[src/rtl/vga_pattern_gen_if.sv]
`default_nettype none
// ============================================================================
// Module      : vga_pattern_gen_if
// Description : Pixel-side bundle between vga_sync and vga_pattern_gen.
//               Carries the raster position, syncs and mode button in, and the
//               coloured pixel stream, delayed syncs and status back out.
// Revision    : 1.0 - initial release
// ============================================================================
interface vga_pattern_gen_if #(
    parameter int COLOR_BITS = 1,
    parameter int CNT_W      = 10
);
    logic [CNT_W-1:0]      h_count;
    logic [CNT_W-1:0]      v_count;
    logic                  display_en;
    logic                  h_sync_in;
    logic                  v_sync_in;
    logic                  button;
    logic [COLOR_BITS-1:0] r;
    logic [COLOR_BITS-1:0] g;
    logic [COLOR_BITS-1:0] b;
    logic                  h_sync;
    logic                  v_sync;
    logic [2:0]            mode;
    logic [15:0]           frame_cnt;

    // Raster source / pixel sink side
    modport master (
        output h_count, v_count, display_en, h_sync_in, v_sync_in, button,
        input  r, g, b, h_sync, v_sync, mode, frame_cnt
    );

    // Pattern generator side
    modport slave (
        input  h_count, v_count, display_en, h_sync_in, v_sync_in, button,
        output r, g, b, h_sync, v_sync, mode, frame_cnt
    );
endinterface
`default_nettype wire

[src/rtl/vga_pattern_gen.sv]
`default_nettype none
// ============================================================================
// Module      : vga_pattern_gen
// Description : VGA test-pattern generator. Two-stage pipeline from raster
//               counts to registered RGB, with syncs delayed to match.
//               Patterns: colour bars, checkerboard, gradient, bouncing box,
//               solid white. Button advances the mode on frame boundaries.
// Revision    : 1.0 - initial release
// ============================================================================
module vga_pattern_gen #(
    parameter int COLOR_BITS = 1,
    parameter int CNT_W      = 10,
    parameter int H_ACTIVE   = 640,
    parameter int V_ACTIVE   = 480,
    parameter int CHECK_LOG2 = 5,
    parameter int BOX_SIZE   = 64,
    parameter int BOX_STEP   = 2
) (
    input  wire              clk_sys,
    input  wire              reset,
    vga_pattern_gen_if.slave bus
);
    // Box arithmetic carries one extra bit so position+step+size never wraps
    localparam int                BW          = CNT_W + 1;
    localparam logic [BW-1:0]     c_h_active  = BW'(H_ACTIVE);
    localparam logic [BW-1:0]     c_v_active  = BW'(V_ACTIVE);
    localparam logic [BW-1:0]     c_box_size  = BW'(BOX_SIZE);
    localparam logic [BW-1:0]     c_box_step  = BW'(BOX_STEP);
    localparam logic [BW-1:0]     c_h_limit   = BW'(H_ACTIVE - BOX_SIZE);
    localparam logic [BW-1:0]     c_v_limit   = BW'(V_ACTIVE - BOX_SIZE);
    localparam logic [CNT_W-1:0]  c_bar_w     = CNT_W'(H_ACTIVE / 8);
    localparam logic [CNT_W-1:0]  c_tick_line = CNT_W'(V_ACTIVE);
    localparam logic [CNT_W-1:0]  c_last_bar  = CNT_W'(7);
    localparam logic [2:0]        c_mode_last = 3'd4;
    localparam logic [COLOR_BITS-1:0] c_full  = {COLOR_BITS{1'b1}};

    // Stage-1 registers
    logic [CNT_W-1:0]      h1_q, v1_q;
    logic                  de1_q, hs1_q, vs1_q;
    // Stage-2 registers
    logic [COLOR_BITS-1:0] r_q, g_q, b_q;
    logic                  hs2_q, vs2_q;
    // Button synchroniser and edge detector
    logic                  btn_meta_q, btn_sync_q, btn_prev_q;
    logic                  w_btn_rise;
    // Frame-rate control state
    logic [2:0]            mode_q, mode_d;
    logic                  pending_q, pending_d;
    logic [15:0]           frame_cnt_q, frame_cnt_d;
    logic [BW-1:0]         box_x_q, box_x_d, box_y_q, box_y_d;
    logic                  dx_q, dx_d, dy_q, dy_d;   // 1 = moving +, 0 = moving -
    // Combinational helpers
    logic                  w_frame_tick;
    logic [CNT_W-1:0]      w_bar_full;
    logic [2:0]            w_bar;
    logic [BW-1:0]         w_px, w_py;
    logic                  w_in_box;
    logic [COLOR_BITS-1:0] w_r, w_g, w_b;

    // First line of vertical blanking marks the frame boundary
    assign w_frame_tick = (bus.h_count == '0) && (bus.v_count == c_tick_line);
    assign w_btn_rise   = btn_sync_q & ~btn_prev_q;

    // Two-flop synchroniser for the asynchronous button, plus previous level
    always_ff @(posedge clk_sys or posedge reset) begin
        if (reset) begin
            btn_meta_q <= 1'b0;
            btn_sync_q <= 1'b0;
            btn_prev_q <= 1'b0;
        end else begin
            btn_meta_q <= bus.button;
            btn_sync_q <= btn_meta_q;
            btn_prev_q <= btn_sync_q;
        end
    end

    // Next-state for mode, pending press, frame counter and box motion
    always_comb begin
        mode_d      = mode_q;
        frame_cnt_d = frame_cnt_q;
        box_x_d     = box_x_q;
        box_y_d     = box_y_q;
        dx_d        = dx_q;
        dy_d        = dy_q;
        // An edge on the tick cycle itself survives the clear and waits a frame
        pending_d   = (pending_q & ~w_frame_tick) | w_btn_rise;
        if (w_frame_tick) begin
            frame_cnt_d = frame_cnt_q + 16'd1;
            if (pending_q) begin
                mode_d = (mode_q == c_mode_last) ? 3'd0 : mode_q + 3'd1;
            end
            if (dx_q) begin
                if (box_x_q + c_box_step + c_box_size >= c_h_active) begin
                    box_x_d = c_h_limit;
                    dx_d    = 1'b0;
                end else begin
                    box_x_d = box_x_q + c_box_step;
                end
            end else begin
                if (box_x_q < c_box_step) begin
                    box_x_d = '0;
                    dx_d    = 1'b1;
                end else begin
                    box_x_d = box_x_q - c_box_step;
                end
            end
            if (dy_q) begin
                if (box_y_q + c_box_step + c_box_size >= c_v_active) begin
                    box_y_d = c_v_limit;
                    dy_d    = 1'b0;
                end else begin
                    box_y_d = box_y_q + c_box_step;
                end
            end else begin
                if (box_y_q < c_box_step) begin
                    box_y_d = '0;
                    dy_d    = 1'b1;
                end else begin
                    box_y_d = box_y_q - c_box_step;
                end
            end
        end
    end

    // Frame-rate control state registers
    always_ff @(posedge clk_sys or posedge reset) begin
        if (reset) begin
            mode_q      <= 3'd0;
            pending_q   <= 1'b0;
            frame_cnt_q <= 16'd0;
            box_x_q     <= '0;
            box_y_q     <= '0;
            dx_q        <= 1'b1;
            dy_q        <= 1'b1;
        end else begin
            mode_q      <= mode_d;
            pending_q   <= pending_d;
            frame_cnt_q <= frame_cnt_d;
            box_x_q     <= box_x_d;
            box_y_q     <= box_y_d;
            dx_q        <= dx_d;
            dy_q        <= dy_d;
        end
    end

    // Stage 1: capture raster position, display enable and syncs
    always_ff @(posedge clk_sys or posedge reset) begin
        if (reset) begin
            h1_q  <= '0;
            v1_q  <= '0;
            de1_q <= 1'b0;
            hs1_q <= 1'b0;
            vs1_q <= 1'b0;
        end else begin
            h1_q  <= bus.h_count;
            v1_q  <= bus.v_count;
            de1_q <= bus.display_en;
            hs1_q <= bus.h_sync_in;
            vs1_q <= bus.v_sync_in;
        end
    end

    // Pixel colour from stage-1 position; blanked outside the visible area
    always_comb begin
        w_r        = '0;
        w_g        = '0;
        w_b        = '0;
        w_bar_full = h1_q / c_bar_w;
        w_bar      = (w_bar_full > c_last_bar) ? 3'd7 : w_bar_full[2:0];
        w_px       = {1'b0, h1_q};
        w_py       = {1'b0, v1_q};
        w_in_box   = (w_px >= box_x_q) && (w_px < box_x_q + c_box_size) &&
                     (w_py >= box_y_q) && (w_py < box_y_q + c_box_size);
        if (de1_q) begin
            case (mode_q)
                // Bar order white,yellow,cyan,green,magenta,red,blue,black
                // maps to r=~idx[1], g=~idx[2], b=~idx[0]
                3'd0: begin
                    w_r = {COLOR_BITS{~w_bar[1]}};
                    w_g = {COLOR_BITS{~w_bar[2]}};
                    w_b = {COLOR_BITS{~w_bar[0]}};
                end
                3'd1: begin
                    if (h1_q[CHECK_LOG2] ^ v1_q[CHECK_LOG2]) begin
                        w_r = c_full;
                        w_g = c_full;
                        w_b = c_full;
                    end
                end
                3'd2: begin
                    w_r = h1_q[CNT_W-1 -: COLOR_BITS];
                    w_g = h1_q[CNT_W-1 -: COLOR_BITS];
                    w_b = h1_q[CNT_W-1 -: COLOR_BITS];
                end
                3'd3: begin
                    w_b = c_full;
                    if (w_in_box) begin
                        w_r = c_full;
                        w_g = c_full;
                    end
                end
                3'd4: begin
                    w_r = c_full;
                    w_g = c_full;
                    w_b = c_full;
                end
                default: begin
                    w_r = '0;
                    w_g = '0;
                    w_b = '0;
                end
            endcase
        end
    end

    // Stage 2: register colour and the second sync delay
    always_ff @(posedge clk_sys or posedge reset) begin
        if (reset) begin
            r_q   <= '0;
            g_q   <= '0;
            b_q   <= '0;
            hs2_q <= 1'b0;
            vs2_q <= 1'b0;
        end else begin
            r_q   <= w_r;
            g_q   <= w_g;
            b_q   <= w_b;
            hs2_q <= hs1_q;
            vs2_q <= vs1_q;
        end
    end

    assign bus.r         = r_q;
    assign bus.g         = g_q;
    assign bus.b         = b_q;
    assign bus.h_sync    = hs2_q;
    assign bus.v_sync    = vs2_q;
    assign bus.mode      = mode_q;
    assign bus.frame_cnt = frame_cnt_q;
endmodule
`default_nettype wire

[src/flat_wrapper.sv]
// flat-port wrapper written by rule: the top's interface ports become plain ports
module vga_pattern_gen_flat 
#(
    parameter int COLOR_BITS = 1,
    parameter int CNT_W      = 10,
    parameter int H_ACTIVE   = 640,
    parameter int V_ACTIVE   = 480,
    parameter int CHECK_LOG2 = 5,
    parameter int BOX_SIZE   = 64,
    parameter int BOX_STEP   = 2
)
  (clk_sys, reset, bus_h_count, bus_v_count, bus_display_en, bus_h_sync_in, bus_v_sync_in, bus_button, bus_r, bus_g, bus_b, bus_h_sync, bus_v_sync, bus_mode, bus_frame_cnt);
  vga_pattern_gen_if #(.COLOR_BITS(COLOR_BITS), .CNT_W(CNT_W)) bus_i ();
  input  wire clk_sys;
  input  wire reset;
  input wire logic [$bits(bus_i.h_count)-1:0] bus_h_count;
  input wire logic [$bits(bus_i.v_count)-1:0] bus_v_count;
  input wire logic [$bits(bus_i.display_en)-1:0] bus_display_en;
  input wire logic [$bits(bus_i.h_sync_in)-1:0] bus_h_sync_in;
  input wire logic [$bits(bus_i.v_sync_in)-1:0] bus_v_sync_in;
  input wire logic [$bits(bus_i.button)-1:0] bus_button;
  output wire logic [$bits(bus_i.r)-1:0] bus_r;
  output wire logic [$bits(bus_i.g)-1:0] bus_g;
  output wire logic [$bits(bus_i.b)-1:0] bus_b;
  output wire logic [$bits(bus_i.h_sync)-1:0] bus_h_sync;
  output wire logic [$bits(bus_i.v_sync)-1:0] bus_v_sync;
  output wire logic [$bits(bus_i.mode)-1:0] bus_mode;
  output wire logic [$bits(bus_i.frame_cnt)-1:0] bus_frame_cnt;
  assign bus_i.h_count = bus_h_count;
  assign bus_i.v_count = bus_v_count;
  assign bus_i.display_en = bus_display_en;
  assign bus_i.h_sync_in = bus_h_sync_in;
  assign bus_i.v_sync_in = bus_v_sync_in;
  assign bus_i.button = bus_button;
  assign bus_r = bus_i.r;
  assign bus_g = bus_i.g;
  assign bus_b = bus_i.b;
  assign bus_h_sync = bus_i.h_sync;
  assign bus_v_sync = bus_i.v_sync;
  assign bus_mode = bus_i.mode;
  assign bus_frame_cnt = bus_i.frame_cnt;
  vga_pattern_gen #(.COLOR_BITS(COLOR_BITS), .CNT_W(CNT_W), .H_ACTIVE(H_ACTIVE), .V_ACTIVE(V_ACTIVE), .CHECK_LOG2(CHECK_LOG2), .BOX_SIZE(BOX_SIZE), .BOX_STEP(BOX_STEP)) u_core (.clk_sys(clk_sys), .reset(reset), .bus(bus_i));
endmodule
[config.mk]
export PLATFORM = sky130hd
export DESIGN_NAME = vga_pattern_gen_flat
export DESIGN_NICKNAME = d
export VERILOG_FILES = /design/src/rtl/vga_pattern_gen_if.sv /design/src/rtl/vga_pattern_gen.sv /design/src/flat_wrapper.sv
export SDC_FILE = /design/constraint.sdc
export NUM_CORES = 1
export LEC_CHECK = 0
export CORE_UTILIZATION = 50
export CTS_BUF_LIST = sky130_fd_sc_hd__clkbuf_8
export DETAILED_ROUTE_END_ITERATION = 16
export GPL_ROUTABILITY_DRIVEN = 0
export PLACE_DENSITY = 0.79
export SKIP_LAST_GASP = 1
export SLEW_MARGIN = 30
export SYNTH_ARGS = -nofsm -noshare
export SYNTH_HDL_FRONTEND = slang
export SYNTH_SLANG_ARGS = --single-unit
[constraint.sdc]
create_clock -name clk_sys -period 8.44 [get_ports clk_sys]
set_input_delay 1.688 -clock clk_sys [delete_from_list [all_inputs] [get_ports clk_sys]]
set_output_delay 1.688 -clock clk_sys [all_outputs]
set_load 0.01 [all_outputs]
==> metrics.txt <==
worst path arrival time=roughly 4.3 ns; Post-DRT Antenna Nets=0; DR vias=around 4300; syn nets=just over 600; Finished Layout Cells=between 700 and 800; share of cells above drive strength 1=under 10%; Seq/Total Area, Yosys=between 30% and 40%; final hold vios=0; # IOs=50; row count=35; worst slew pin tran=between 0.7 and 0.8 ns; synthesized cell area=between 0.004 and 0.005 mm^2; Peak Freq=0.244 GHz; EDFF count, synth=0; CP startpoint kind=primary input; delay-heaviest family, CP=simple AND/OR/NAND/NOR gates; Detailed Route Iter0 Violations=roughly 270; area leader, netlist=dfrtp_1; Post-synth ARST share=100%; Starting Density=a little over half; CP max FO=31; leakage=roughly 2.5 nW; Clock Tree Root=clkbuf_8; Hold EP=u_core.btn_sync_q$_DFF_PP0_; slew margin rel.=between 40% and 50%; crit path max-delay cell type=or4b_2; H-Tree Depth=3; Num Clock Sinks=72; Gate Count Post-Synth=546; final design area excluding fillers=0.00574 mm^2; Chip Width=101 um; synth warn=0; Detailed Route WL=~12000 um; initial antenna violation count=0; vias in the first global route=about 4300; Worst Path Required=approximately 8.7 ns; first-pass GRT wire length=roughly 20000 um; Reg2Reg Setup Slack=a little under 5 ns; die span in y=just over 100 um; worst r2r path cells=12; Slew Viols, Final=0; Tot Pwr=approximately 0.72 mW; r2r endpoint=u_core.box_x_q[6]$_DFFE_PP0P_; clk_lat worst skew=0.36 ns; Placed Area=approximately 0.0055 mm^2; synth top area cells=dfrtp_1 36%, ha_1 11%, xnor2_1 4.6%; Via-to-Cell Ratio=6.00; final setup fails=0; hold crit path type=flip-flop to flip-flop; RSZ-0062 raised after global routing=no; total track usage=24.8%; First-pass DRT Iterations=5; Core Box Area=0.00937 mm^2; cts repair resizes=0; Synth cell types=68; Hold Path Depth=0; CP bufs+invs=2; share of the synthesized area in the top cell type=35.6%; clock skew=about 0.011 ns; r2r startpoint=u_core.box_x_q[1]$_DFFE_PP0P_; CTS clock-pin slew for the worst setup and hold paths=around 0.08 ns; worst path cell trace=clkdlybuf4s50_1, or4b_2, nor3_1, and3_1, buf_4, nand4_1, nor2_1, nand4_1, xnor2_1; # Post-CTS Setup Buffers=0; max cap viols=0; Top cell by count, worst path=nand4_1; clock buffer count from CTS=9; wire length per cell=roughly 16 um; ys flop type=dfrtp_1; Die Area=~0.01 mm^2; largest net degree at the start of global routing=73; Final TNS setup=0 ns; total congestion overflow=0; synthesized area per cell=~9.0 um^2; number of remaining DRC errors=0; Seq cells post-synth=72; Placed Cells incl. Taps=703; Final Cycle Share=about half; NumNets Final=approximately 660; PD cells=roughly 130 mW/mm^2; critical path class=primary input to flip-flop; hold_sp=u_core.btn_meta_q$_DFF_PP0_; crit path capture type=flip-flop; fin crit period=4.10 ns; Area Growth Syn to Fin=16.7%; CTS Hold Bufs=0; crit-path max cell delay=between 0.6 and 0.7 ns; ant diodes=0; maximum vdd drop=0.0000927 V; hpwl dp=a little under 9000 um; Buffers on Ports=about 50; CTS tree=done; status=finished clean; hold slack final=between 0.3 and 0.4 ns; CTS Buffer Depth=2
[synthesized netlist by cell type, types with 11 or more instances]
cell type,instances
dfrtp_1,70
nand2_1,49
ha_1,44
inv_1,38
nor2_1,35
o21ai_0,30
xnor2_1,26
a21oi_1,25
nand3_1,21
clkbuf_1,18
nor3_1,15
nand4_1,13
and3_1,11
[registers in the layout, summed over array words and instances (netlist names), 3 cells and up]
name,cells
u_core.box_x_q,10
u_core.box_y_q,10
u_core.bus.frame_cnt,16
u_core.bus.mode,3
u_core.h1_q,9
u_core.v1_q,10
[cell type report]
type | count | area, um^2
well taps | 129 | 161
clock buffers | 9 | 124
clock inverters | 7 | 108
inverters | 40 | 150
fillers | 794 | 3630
flip-flops and latches | 72 | 1800
multi-input cells | 410 | 2870
repair buffers | 52 | 517
[cell families (layout without fill, tap and decap cells)]
family | count (synthesis) | after routing | synth area share, %
and+or+nand+nor | 187 | 187 | 20.0
AOI/OAI and AO/OA | 144 | 144 | 20.4
DFF | 72 | 72 | 36.7
buffers and inverters | 64 | 108 | 5.04
adders and majority gates | 45 | 45 | 11.4
xor gates and xnor gates | 34 | 34 | 6.49
[through the flow]
stage               utilization, %  setup slack, ns
global route                  61.2             4.11
CTS                           61.1             4.34
finish                        61.2             4.34
floorplan                        -             4.75
global placement              58.6             4.08
detailed placement            58.6             3.96
[cell usage in the layout (no fill, tap or decap), drive strengths merged, types with 3 or more instances in the layout]
cell / netlist / routed
dfrtp: 70 / 70
xnor2: 27 / 27
nand4: 13 / 13
or3: 5 / 5
clkdlybuf4s50: 0 / 49
a31oi: 9 / 9
o221ai: 5 / 5
nand2b: 3 / 3
a211o: 3 / 3
ha: 44 / 44
nor3: 15 / 15
o31ai: 6 / 6
a2bb2oi: 3 / 3
a21o: 6 / 6
a22oi: 4 / 4
a31o: 3 / 3
o31a: 3 / 3
o21a: 9 / 9
a211oi: 4 / 4
nand2: 50 / 50
o41ai: 3 / 3
a32oi: 3 / 3
o21ai: 35 / 35
nor2: 35 / 35
clkbuf: 18 / 9
and4: 3 / 3
inv: 40 / 44
xor2: 6 / 6
nand3: 21 / 21
nor4: 5 / 5
a21oi: 25 / 25
o211ai: 5 / 5
and2: 7 / 7
buf: 6 / 3
or4: 3 / 3
nand4b: 4 / 4
and3: 11 / 11
or2: 3 / 3
[per-layer routing]
layer	GRT usage, %	vias up	wire length (um)
met5	0	-	0
met4	10.9	0	284
met3	4.14	28	646
met2	40.7	174	5640
met1	32.6	2054	5290
li1	-	2059	-
[how the worst max path moves through the flow]
stage,from,endpoint,slack [ns],depth (start not counted)
finish,bus_h_count[6],u_core.bus.frame_cnt[11]$_DFFE_PP0P_,4.34,9
global route,bus_h_count[6],u_core.bus.frame_cnt[11]$_DFFE_PP0P_,4.11,9
CTS,bus_h_count[6],u_core.bus.frame_cnt[11]$_DFFE_PP0P_,4.34,9
detailed placement,bus_h_count[6],u_core.bus.frame_cnt[11]$_DFFE_PP0P_,3.96,9
global placement,bus_h_count[6],u_core.bus.frame_cnt[11]$_DFFE_PP0P_,4.08,9
floorplan,bus_h_count[6],u_core.box_y_q[8]$_DFFE_PP0P_,4.75,7
[where the power goes]
part	switching [mW]	leakage, nW	internal, mW
logic	0.0201	1.48	0.0227
registers	0.00683	0.871	0.352
clock network	0.146	0.114	0.173
total	0.173	2.46	0.547
Power figures use the tool's default switching activity.
